--- config.mk ---
export PLATFORM = sky130hd
export DESIGN_NAME = pipe_perf_monitor
export DESIGN_NICKNAME = d
export VERILOG_FILES = /design/src/rtl/perf_pkg.sv /design/src/rtl/perf_counter.sv /design/src/rtl/pipe_perf_monitor.sv
export SDC_FILE = /design/constraint.sdc
export NUM_CORES = 1
export LEC_CHECK = 0
export ABC_AREA = 1
export BUFFER_PORTS_ARGS = -buffer_cell sky130_fd_sc_hd__buf_2
export CELL_PAD_IN_SITES_DETAIL_PLACEMENT = 0
export CELL_PAD_IN_SITES_GLOBAL_PLACEMENT = 2
export CORE_MARGIN = 2
export CORE_UTILIZATION = 35
export CTS_CLUSTER_SIZE = 20
export DETAILED_ROUTE_END_ITERATION = 8
export GPL_TIMING_DRIVEN = 0
export MAX_ROUTING_LAYER = met4
export PLACE_DENSITY_LB_ADDON = 0.1
export SYNTH_ARGS = -nofsm -noshare
export SYNTH_HDL_FRONTEND = slang
export SYNTH_SLANG_ARGS = --single-unit
--- constraint.sdc ---
create_clock -name clk -period 2.1 [get_ports clk]
set_clock_uncertainty 0.05 [all_clocks]
set_input_delay 0.63 -clock clk [delete_from_list [all_inputs] [get_ports clk]]
set_output_delay 0.63 -clock clk [all_outputs]
set_load 0.005 [all_outputs]
--- src/rtl/perf_pkg.sv ---
// Shared definitions for the pipeline performance monitor.
// Counter index map: the fixed event counters come first, and the
// programmable opcode-match counters start at OPC_BASE.
package perf_pkg;

  localparam int CYCLE    = 0;
  localparam int RETIRE   = 1;
  localparam int HAZARD   = 2;
  localparam int OPC_BASE = 3;

  // Width of a select field for n entries. A single entry still needs a 1-bit port.
  function automatic int sel_width(input int n);
    return (n > 1) ? $clog2(n) : 1;
  endfunction

endpackage

--- src/rtl/perf_counter.sv ---
// Single event counter with a synchronous clear and a sticky overflow flag.
// SATURATE != 0 makes the counter stick at all-ones. SATURATE == 0 makes it wrap to zero.
// In both modes an increment while at all-ones sets ovf.
module perf_counter
  import perf_pkg::*;
#(
  parameter int CNT_W    = 32,
  parameter int SATURATE = 1
) (
  input  logic             clk,
  input  logic             rst,
  input  logic             clr,
  input  logic             inc,
  output logic [CNT_W-1:0] value,
  output logic             ovf
);

  logic [CNT_W-1:0] cnt_r;
  logic             ovf_r;
  logic             at_max_s;

  assign at_max_s = &cnt_r;
  assign value    = cnt_r;
  assign ovf      = ovf_r;

  // Count register: clear beats increment; all-ones either holds or wraps.
  always_ff @(posedge clk or negedge rst) begin
    if (!rst) begin
      cnt_r <= '0;
      ovf_r <= 1'b0;
    end else if (clr) begin
      cnt_r <= '0;
      ovf_r <= 1'b0;
    end else if (inc) begin
      if (at_max_s) begin
        ovf_r <= 1'b1;
        cnt_r <= (SATURATE != 0) ? cnt_r : '0;
      end else begin
        cnt_r <= cnt_r + CNT_W'(1);
      end
    end
  end

endmodule

--- src/rtl/pipe_perf_monitor.sv ---
// Pipeline performance monitor: cycle, retire, hazard and per-opcode retire
// counters, with a one-cycle-latency read port.
// Optional feature macro PERF_MON_SNAPSHOT_EN adds a 'snap' input. That input copies
// every live counter into a shadow bank, and reads are then served from the shadow bank.
module pipe_perf_monitor
  import perf_pkg::*;
#(
  parameter  int CNT_W    = 32,
  parameter  int OPCODE_W = 4,
  parameter  int NUM_OPC  = 4,
  parameter  int SATURATE = 1,
  localparam int NUM_CNT  = OPC_BASE + NUM_OPC,
  localparam int IDX_W    = $clog2(NUM_CNT),
  localparam int SEL_W    = sel_width(NUM_OPC)
) (
  input  logic                clk,
  input  logic                rst,
  input  logic                en,
  input  logic                clr,
  input  logic                is_hazard,
  input  logic                retire_valid,
  input  logic [OPCODE_W-1:0] retire_opcode,
  input  logic                cfg_we,
  input  logic [SEL_W-1:0]    cfg_sel,
  input  logic [OPCODE_W-1:0] cfg_opcode,
  input  logic                rd_req,
  input  logic [IDX_W-1:0]    rd_idx,
`ifdef PERF_MON_SNAPSHOT_EN
  input  logic                snap,
`endif
  output logic                rd_valid,
  output logic                rd_err,
  output logic [CNT_W-1:0]    rd_data,
  output logic [NUM_CNT-1:0]  ovf
);

  logic [OPCODE_W-1:0] match_r   [NUM_OPC];
  logic [NUM_CNT-1:0]  inc_s;
  logic [CNT_W-1:0]    cnt_val_s [NUM_CNT];
  logic [CNT_W-1:0]    rd_src_s  [NUM_CNT];
  logic [NUM_CNT-1:0]  ovf_s;
  logic                rd_hit_s;
  logic [CNT_W-1:0]    rd_sel_s;
  logic                rd_valid_r;
  logic                rd_err_r;
  logic [CNT_W-1:0]    rd_data_r;

  // Match opcodes: reset to the counter's own index. A write lands at the edge,
  // so a retire in the same cycle still compares against the old value.
  always_ff @(posedge clk or negedge rst) begin
    if (!rst) begin
      for (int k = 0; k < NUM_OPC; k++) begin
        match_r[k] <= OPCODE_W'(k);
      end
    end else if (cfg_we) begin
      for (int k = 0; k < NUM_OPC; k++) begin
        if (cfg_sel == SEL_W'(k)) begin
          match_r[k] <= cfg_opcode;
        end
      end
    end
  end

  // Increment requests for every counter, all gated by the global enable.
  always_comb begin
    inc_s         = '0;
    inc_s[CYCLE]  = en;
    inc_s[RETIRE] = en & retire_valid;
    inc_s[HAZARD] = en & is_hazard;
    for (int k = 0; k < NUM_OPC; k++) begin
      inc_s[OPC_BASE+k] = en & retire_valid & (retire_opcode == match_r[k]);
    end
  end

  for (genvar i = 0; i < NUM_CNT; i++) begin : g_cnt
    perf_counter #(
      .CNT_W   (CNT_W),
      .SATURATE(SATURATE)
    ) u_cnt (
      .clk  (clk),
      .rst  (rst),
      .clr  (clr),
      .inc  (inc_s[i]),
      .value(cnt_val_s[i]),
      .ovf  (ovf_s[i])
    );
  end

  assign ovf = ovf_s;

`ifdef PERF_MON_SNAPSHOT_EN
  logic [CNT_W-1:0] shadow_r [NUM_CNT];

  // Shadow bank: captures the live values as they were before this edge.
  // A snap in the same cycle as clr therefore keeps the pre-clear values. clr never touches this bank.
  always_ff @(posedge clk or negedge rst) begin
    if (!rst) begin
      for (int i = 0; i < NUM_CNT; i++) begin
        shadow_r[i] <= '0;
      end
    end else if (snap) begin
      for (int i = 0; i < NUM_CNT; i++) begin
        shadow_r[i] <= cnt_val_s[i];
      end
    end
  end

  // Reads are served from the shadow bank.
  always_comb begin
    for (int i = 0; i < NUM_CNT; i++) begin
      rd_src_s[i] = shadow_r[i];
    end
  end
`else
  // Reads are served from the live counters, before this cycle's update.
  always_comb begin
    for (int i = 0; i < NUM_CNT; i++) begin
      rd_src_s[i] = cnt_val_s[i];
    end
  end
`endif

  // Read select: the OR of the masked entries. No entry matches when the index is out of range.
  always_comb begin
    rd_hit_s = 1'b0;
    rd_sel_s = '0;
    for (int i = 0; i < NUM_CNT; i++) begin
      rd_hit_s = rd_hit_s | (rd_idx == IDX_W'(i));
      rd_sel_s = rd_sel_s | ({CNT_W{rd_idx == IDX_W'(i)}} & rd_src_s[i]);
    end
  end

  // Read response register: one-cycle latency. Data and err are forced to zero whenever no response is issued.
  always_ff @(posedge clk or negedge rst) begin
    if (!rst) begin
      rd_valid_r <= 1'b0;
      rd_err_r   <= 1'b0;
      rd_data_r  <= '0;
    end else begin
      rd_valid_r <= rd_req;
      if (rd_req) begin
        rd_err_r  <= ~rd_hit_s;
        rd_data_r <= rd_hit_s ? rd_sel_s : '0;
      end else begin
        rd_err_r  <= 1'b0;
        rd_data_r <= '0;
      end
    end
  end

  assign rd_valid = rd_valid_r;
  assign rd_err   = rd_err_r;
  assign rd_data  = rd_data_r;

endmodule

# Word level (Yosys, flattened, before mapping)
# Index checks and enable logic that the tools add are counted.
[totals]
regBits = 281
in_bits = 21
output_inout_bits = 41
word_cells = 160
[op_classes]
addsub = 7
eq_ne = 20
muxes = 45
bitwise = 26
n_reduce_logical = 41
[op_table]
columns = ["op", "count"]
rows = [
  ["2-to-1 mux 32 bit", 23],
  ["adder 32 x 1 -> 32 bit, second input constant", 7],
  ["bitwise AND 32 bit", 7],
  ["AND reduction 32 bit", 7],
  ["OR 32 bit", 6],
  ["AND reduction 2 bit", 18],
  ["nonzero test 2 bit", 14],
  ["2-to-1 mux 1 bit", 22],
  ["equality test 4 bit", 4],
  ["inequality test 2 bit, second input constant", 7],
  ["equality test 3 bit, second input constant", 3],
  ["bitwise AND 1 bit", 6],
  ["equality test 3 x 2 -> 1 bit, second input constant", 2],
  ["OR 1 bit", 6],
  ["equality test 2 bit, second input constant", 2],
  ["equality test 3 x 1 -> 1 bit, second input constant", 1],
  ["zero test 3 bit", 1],
  ["equality test 2 x 1 -> 1 bit, second input constant", 1],
  ["zero test 2 bit", 1],
  ["NOT 1 bit", 1],
]

# Depth between registers and ports, before layout
[depth]
depth_word = 10
mapped_depth = 11
mapped_depth_nobuf = 10

# By module
# From an unflattened synthesis, not the netlist that was laid out.
[hier_totals]
hier_cells = 2846
area_unflattened_um2 = 20773.7
[modules_own_cells]
columns = ["mod", "n_inst", "cells_per_inst", "area_per_inst_um2", "seq_area_each_um2"]
rows = [
  ["perf_counter", 7, 314, 2368.5, 825.8],
  ["pipe_perf_monitor", 1, 648, 4194.0, 1256.2],
]

# Worst setup path after synthesis
# OpenSTA, ideal clock, no wires.
[synth_path]
path_kind = "input-to-reg"
startpoint = "in rd_idx[1]"
endpoint = "reg rd_data_r[25] (netlist: rd_data[25])"
setup_time_ns = 0.136
t_arrival_ns = 1.639
required_time_ns = 1.914
slack_ns = 0.274
stages = 8
path_buffers = 3
cell_sequence = "buf_2 nor2_4 nand2_1 buf_2 buf_1 o22ai_1 nor2_1 a21oi_1"
[synth_via]
elab_chain_cells = 10
elab_cells_between_ends = 28
classes_between = "eq/ne (6); mux (2); bitwise (19); reduce/logical (1)"
[synth_lines]
columns = ["item", "line", "source"]
rows = [
  ["start, declared", "pipe_perf_monitor.sv:27", "input logic [IDX_W-1:0] rd_idx,"],
  ["equality test 3 x 1 -> 1 bit or zero test 3 bit (tied branches)", "pipe_perf_monitor.sv:128, pipe_perf_monitor.sv:129", ""],
  ["bitwise AND 32 bit", "pipe_perf_monitor.sv:129", "rd_sel_s = rd_sel_s | ({CNT_W{rd_idx == IDX_W'(i)}} & rd_src_s[i]);"],
  ["OR 32 bit (6 in a row)", "pipe_perf_monitor.sv:129", ""],
  ["2-to-1 mux 32 bit (*)", "pipe_perf_monitor.sv:143", "rd_data_r <= rd_hit_s ? rd_sel_s : '0;"],
  ["2-to-1 mux 32 bit (*)", "pipe_perf_monitor.sv:141", "if (rd_req) begin"],
  ["end signal, assigned", "pipe_perf_monitor.sv:143", ""],
  ["end, declared", "pipe_perf_monitor.sv:46", "logic [CNT_W-1:0] rd_data_r;"],
]
# Mark *: on every way between the ends. The rest lies on a longest branch, timed or not.
# A chain may end at the register's enable or synchronous reset.

# Final worst setup path
[layout_path]
startpoint = "in clr"
endpoint = "reg g_cnt[1].u_cnt.cnt_r[23]"
[layout_via]
elab_chain_cells = 2
elab_cells_between_ends = 4
classes_between = "eq/ne (1); mux (1); reduce/logical (2)"
[layout_lines]
columns = ["item", "line", "source"]
rows = [
  ["start, declared", "pipe_perf_monitor.sv:19", "input logic clr,"],
  ["inequality test 2 bit (no source line) or nonzero test 2 bit (tied branches)", "-", ""],
  ["AND reduction 2 bit (no source line)", "-", ""],
  ["end signal, assigned", "perf_counter.sv:37", "cnt_r <= (SATURATE != 0) ? cnt_r : '0;"],
  ["end signal, assigned", "perf_counter.sv:39", "cnt_r <= cnt_r + CNT_W'(1);"],
  ["end, declared", "perf_counter.sv:18", "logic [CNT_W-1:0] cnt_r;"],
]
# Parallel ways exist; a longest one is shown, timed or not.

==> flow_summary.toml <==
[placement]
hpwlAfterDp_mm = 71.63
place_inst = 3766
finalWeightedCongestion = 0.9603
placement.cell_area_um2 = 20210
buffer_ports.inserted = 59

[logic_synthesis]
synth_enable_flop_cells = 0
synth.yosys.warnings = 0
yosys-top-cells-area = "dfrtp_1 37%, nand2_1 21%, nor2_1 9.2%"
yosysTopAreaCell = "dfrtp_1"
yosys.cell_types.count = 36
syn-cell-area_um2 = 18980
synth-main-ff-cell = "dfrtp_1"
fraction_of_synthesized_cell_area_in_xor_and_xnor_cells = 0.01246
synthesis.area_per_instance_um2 = 6.306
ys_seq_elements = 281
synthTopCellsByCount = "1,058 x nand2_1, 463 x nor2_1, 313 x nand3_1, 277 x dfrtp_1, 272 x inv_1"
synth_sequential_area_ratio = 0.3708
synth_mux_area_frac = 0
async_flop_share = 1.000
syn_inst = 3009
synth_compound_area_frac = 0.1208
synthSimpleGateAreaFrac = 0.4039
arithmetic_cell_share_of_the_synthesized_area_counting_full_adders_half_adders_and_majority_gates = 0.004616
main_combinational_cell_family_by_area_after_synthesis = "simple AND/OR/NAND/NOR gates"
yosysMostFrequentCell = "nand2_1"
synth_fp_nets = 3037
yosys.area.top_type_share = 0.3653

[clock_tree]
htree_num_levels = 2
clk-insertion-delay-late_ps = 570
clock_tree.buffer_depth = 3
clock_tree_from_tritoncts = "done"
cts-root-buf = "clkbuf_16"
clock_sinks = 281
cts_clock_pin_slew_for_the_worst_setup_and_hold_paths_ps = 50
numCtsBuffers = 38

[routing]
wirelength_mm = 90.44
vias = 20850
routedWlPerCell_um = 23.41
drtAntennaViolNets = 0
drt_iter0_drc = 2149
routed_via_density = 5.398
route.detailed.drc = 0
drt_pass1_iterations = 6

[worst_setup_path]
worst_setup_path_category = "in2reg"
start_kind = "input port"
arrival_ps = 2540
timing.critical_path.to_type = "flip-flop"
worst_ep_required_time_ps = 2530
crit_fanout = 10

[grt]
grt_pass1_wl_mm = 132.1
antenna_found_initial = 8
grt_use_total = 0.3310
grt_max_degree = 110
grt_pass1_vias = 19410
globalRoute.totalOverflow = 0

[timing]
post-route-period-util = 1.008
worstMarginPinSlew_ps = 916.7
fin_hold_ws_ps = -27.03
timing.final.setup_violations = 3
final-hold-violation-count = 3
setup_ws_ps = -17.16
fmaxAchievable_ghz = 0.4723
maxSlewHeadroom = 0.3832
grt_setup_unrepaired = "true"
drv_slew = 0
min_period_ps = 2117

[flow_run]
max-cap-violations = 0

[final_layout]
fillCellCount = 5829
fin_cells = 3863
post_route_cells_drive_above_1_share = 0.1077
synth_to_final_area_change_pct = 17.13
final_cell_area_um2 = 22230
post-route-util = 0.4138
nets = 3165

[power]
power.density_cell_area_nw_per_um2 = 643.7
worst_vdd_drop_uv = 583.5
total_leakage_power_nw = 8.656
post-layout-total-power_mw = 14.31

[die]
dieHeight_um = 236.8
io_pins = 62
floorplan.core_area_um2 = 53710
dieArea_um2 = 56100
floorplan.initialDensity = 0.3533
die-width_um = 236.8
placementRows = 85

[status]
violations = "hold timing, setup timing"
result_of_the_run = "complete, but fails checks"

[worst_hold_path]
timing.hold.worst.class = "in2async"
==> layer usage <==
metal,track usage,vias up,share of wire,wire [um]
li1,-,9923,-,-
met1,0.4520,10020,0.45,40980
met5,-,-,0,0
met4,0.1178,0,0.040,3584
met3,0.04360,143,0.064,5764
met2,0.5036,772,0.44,40110
==> path summary, 6_finish.rpt <==
check                                   startpoint                        to  slack (ps)  cells past startpoint
setup / recovery                               clr  g_cnt[1].u_cnt.value[23]         -20                      8
hold / removal                                 rst  g_cnt[0].u_cnt.value[21]         -30                      1
setup reg to reg           g_cnt[1].u_cnt.value[1]  g_cnt[1].u_cnt.value[11]          70                     11
hold reg to reg                 g_cnt[5].u_cnt.ovf        g_cnt[5].u_cnt.ovf         440                      2
max in group asynchronous                      rst  g_cnt[4].u_cnt.value[23]         490                      3
min in group clk                            rd_req                  rd_valid         240                      1
==> per-stage QoR <==
step	setup slack [ps]	setup TNS, ps
finish	-17.16	-28.71
global route	-20.71	-64.45
CTS	4.128	0
detailed placement	-1860	-264220
global placement	-5579	-1789040
floorplan	274.4	0
==> flip-flops by register name (all words and copies together), names as in the netlist <==
signal,count
g_cnt.u_cnt.ovf,7
match_r,16
rd_valid,1
rd_err,1
rd_data,32
g_cnt.u_cnt.value,224
==> logic make-up (layout without fill, tap and decap cells) <==
kind of cell | count (synthesis) | after routing
simple gates | 1890 | 1890
fa+ha+maj | 7 | 7
buf+inv | 380 | 536
xor+xnor | 27 | 27
other cells | 0 | 2
compound gates | 424 | 424
flops | 281 | 281
==> what timing repair did <==
action | in CTS | in global routing
hold endpoints to repair | 1 | 0
gates resized for setup | 79 | 63
hold buffers | 4 | 0
setup buffers | 6 | 17
pin swaps | 2 | 9
endpoints found under the setup margin | 237 | 230
==> final cells by class <==
| type | instances | area [um^2] | area share |
|---|---|---|---|
| diodes | 2 | 5.005 | 0.0002252 |
| repair buffers | 88 | 573.1 | 0.02578 |
| clock buffers | 53 | 1099 | 0.04943 |
| flip-flops and latches | 281 | 7061 | 0.3177 |
| multi-input cells | 2348 | 10520 | 0.4734 |
| clock inverters | 15 | 270.3 | 0.01216 |
| well taps | 696 | 870.8 | 0.03918 |
| plain buffers | 103 | 782.0 | 0.03518 |
| inverters | 277 | 1044 | 0.04695 |
==> cells in the final DEF, fill, tap and decap left out, types with 9 or more instances in the layout <==
cell type	count
nor2_1	459
or2_2	12
buf_2	71
nand2_2	9
xor2_1	22
dfrtp_2	19
clkbuf_1	18
o21ai_2	14
clkbuf_16	39
nand2_1	1055
a21oi_1	52
nor2_4	12
clkbuf_2	10
o21ai_1	21
dfrtp_1	258
buf_4	49
buf_6	24
nand3_1	312
inv_1	271
o21ai_0	246
o22ai_1	75
clkbuf_4	9
clkbuf_8	9
==> worst max-delay path, cell delays in order <==
cell	delay, ps
buf_2	140
clkinvlp_4	230
buf_6	270
buf_4	290
buf_4	300
buf_4	320
nand3_1	200
o21ai_1	160
==> report_power, final <==
group	switching [mW]	total, mW	internal (mW)	leakage, nW
Combinational	0.912	1.31	0.399	4.15
Sequential	0.129	5.68	5.55	3.84
Clock	2.79	7.32	4.53	0.664
Note: power is estimated with default switching activity, not from simulation.
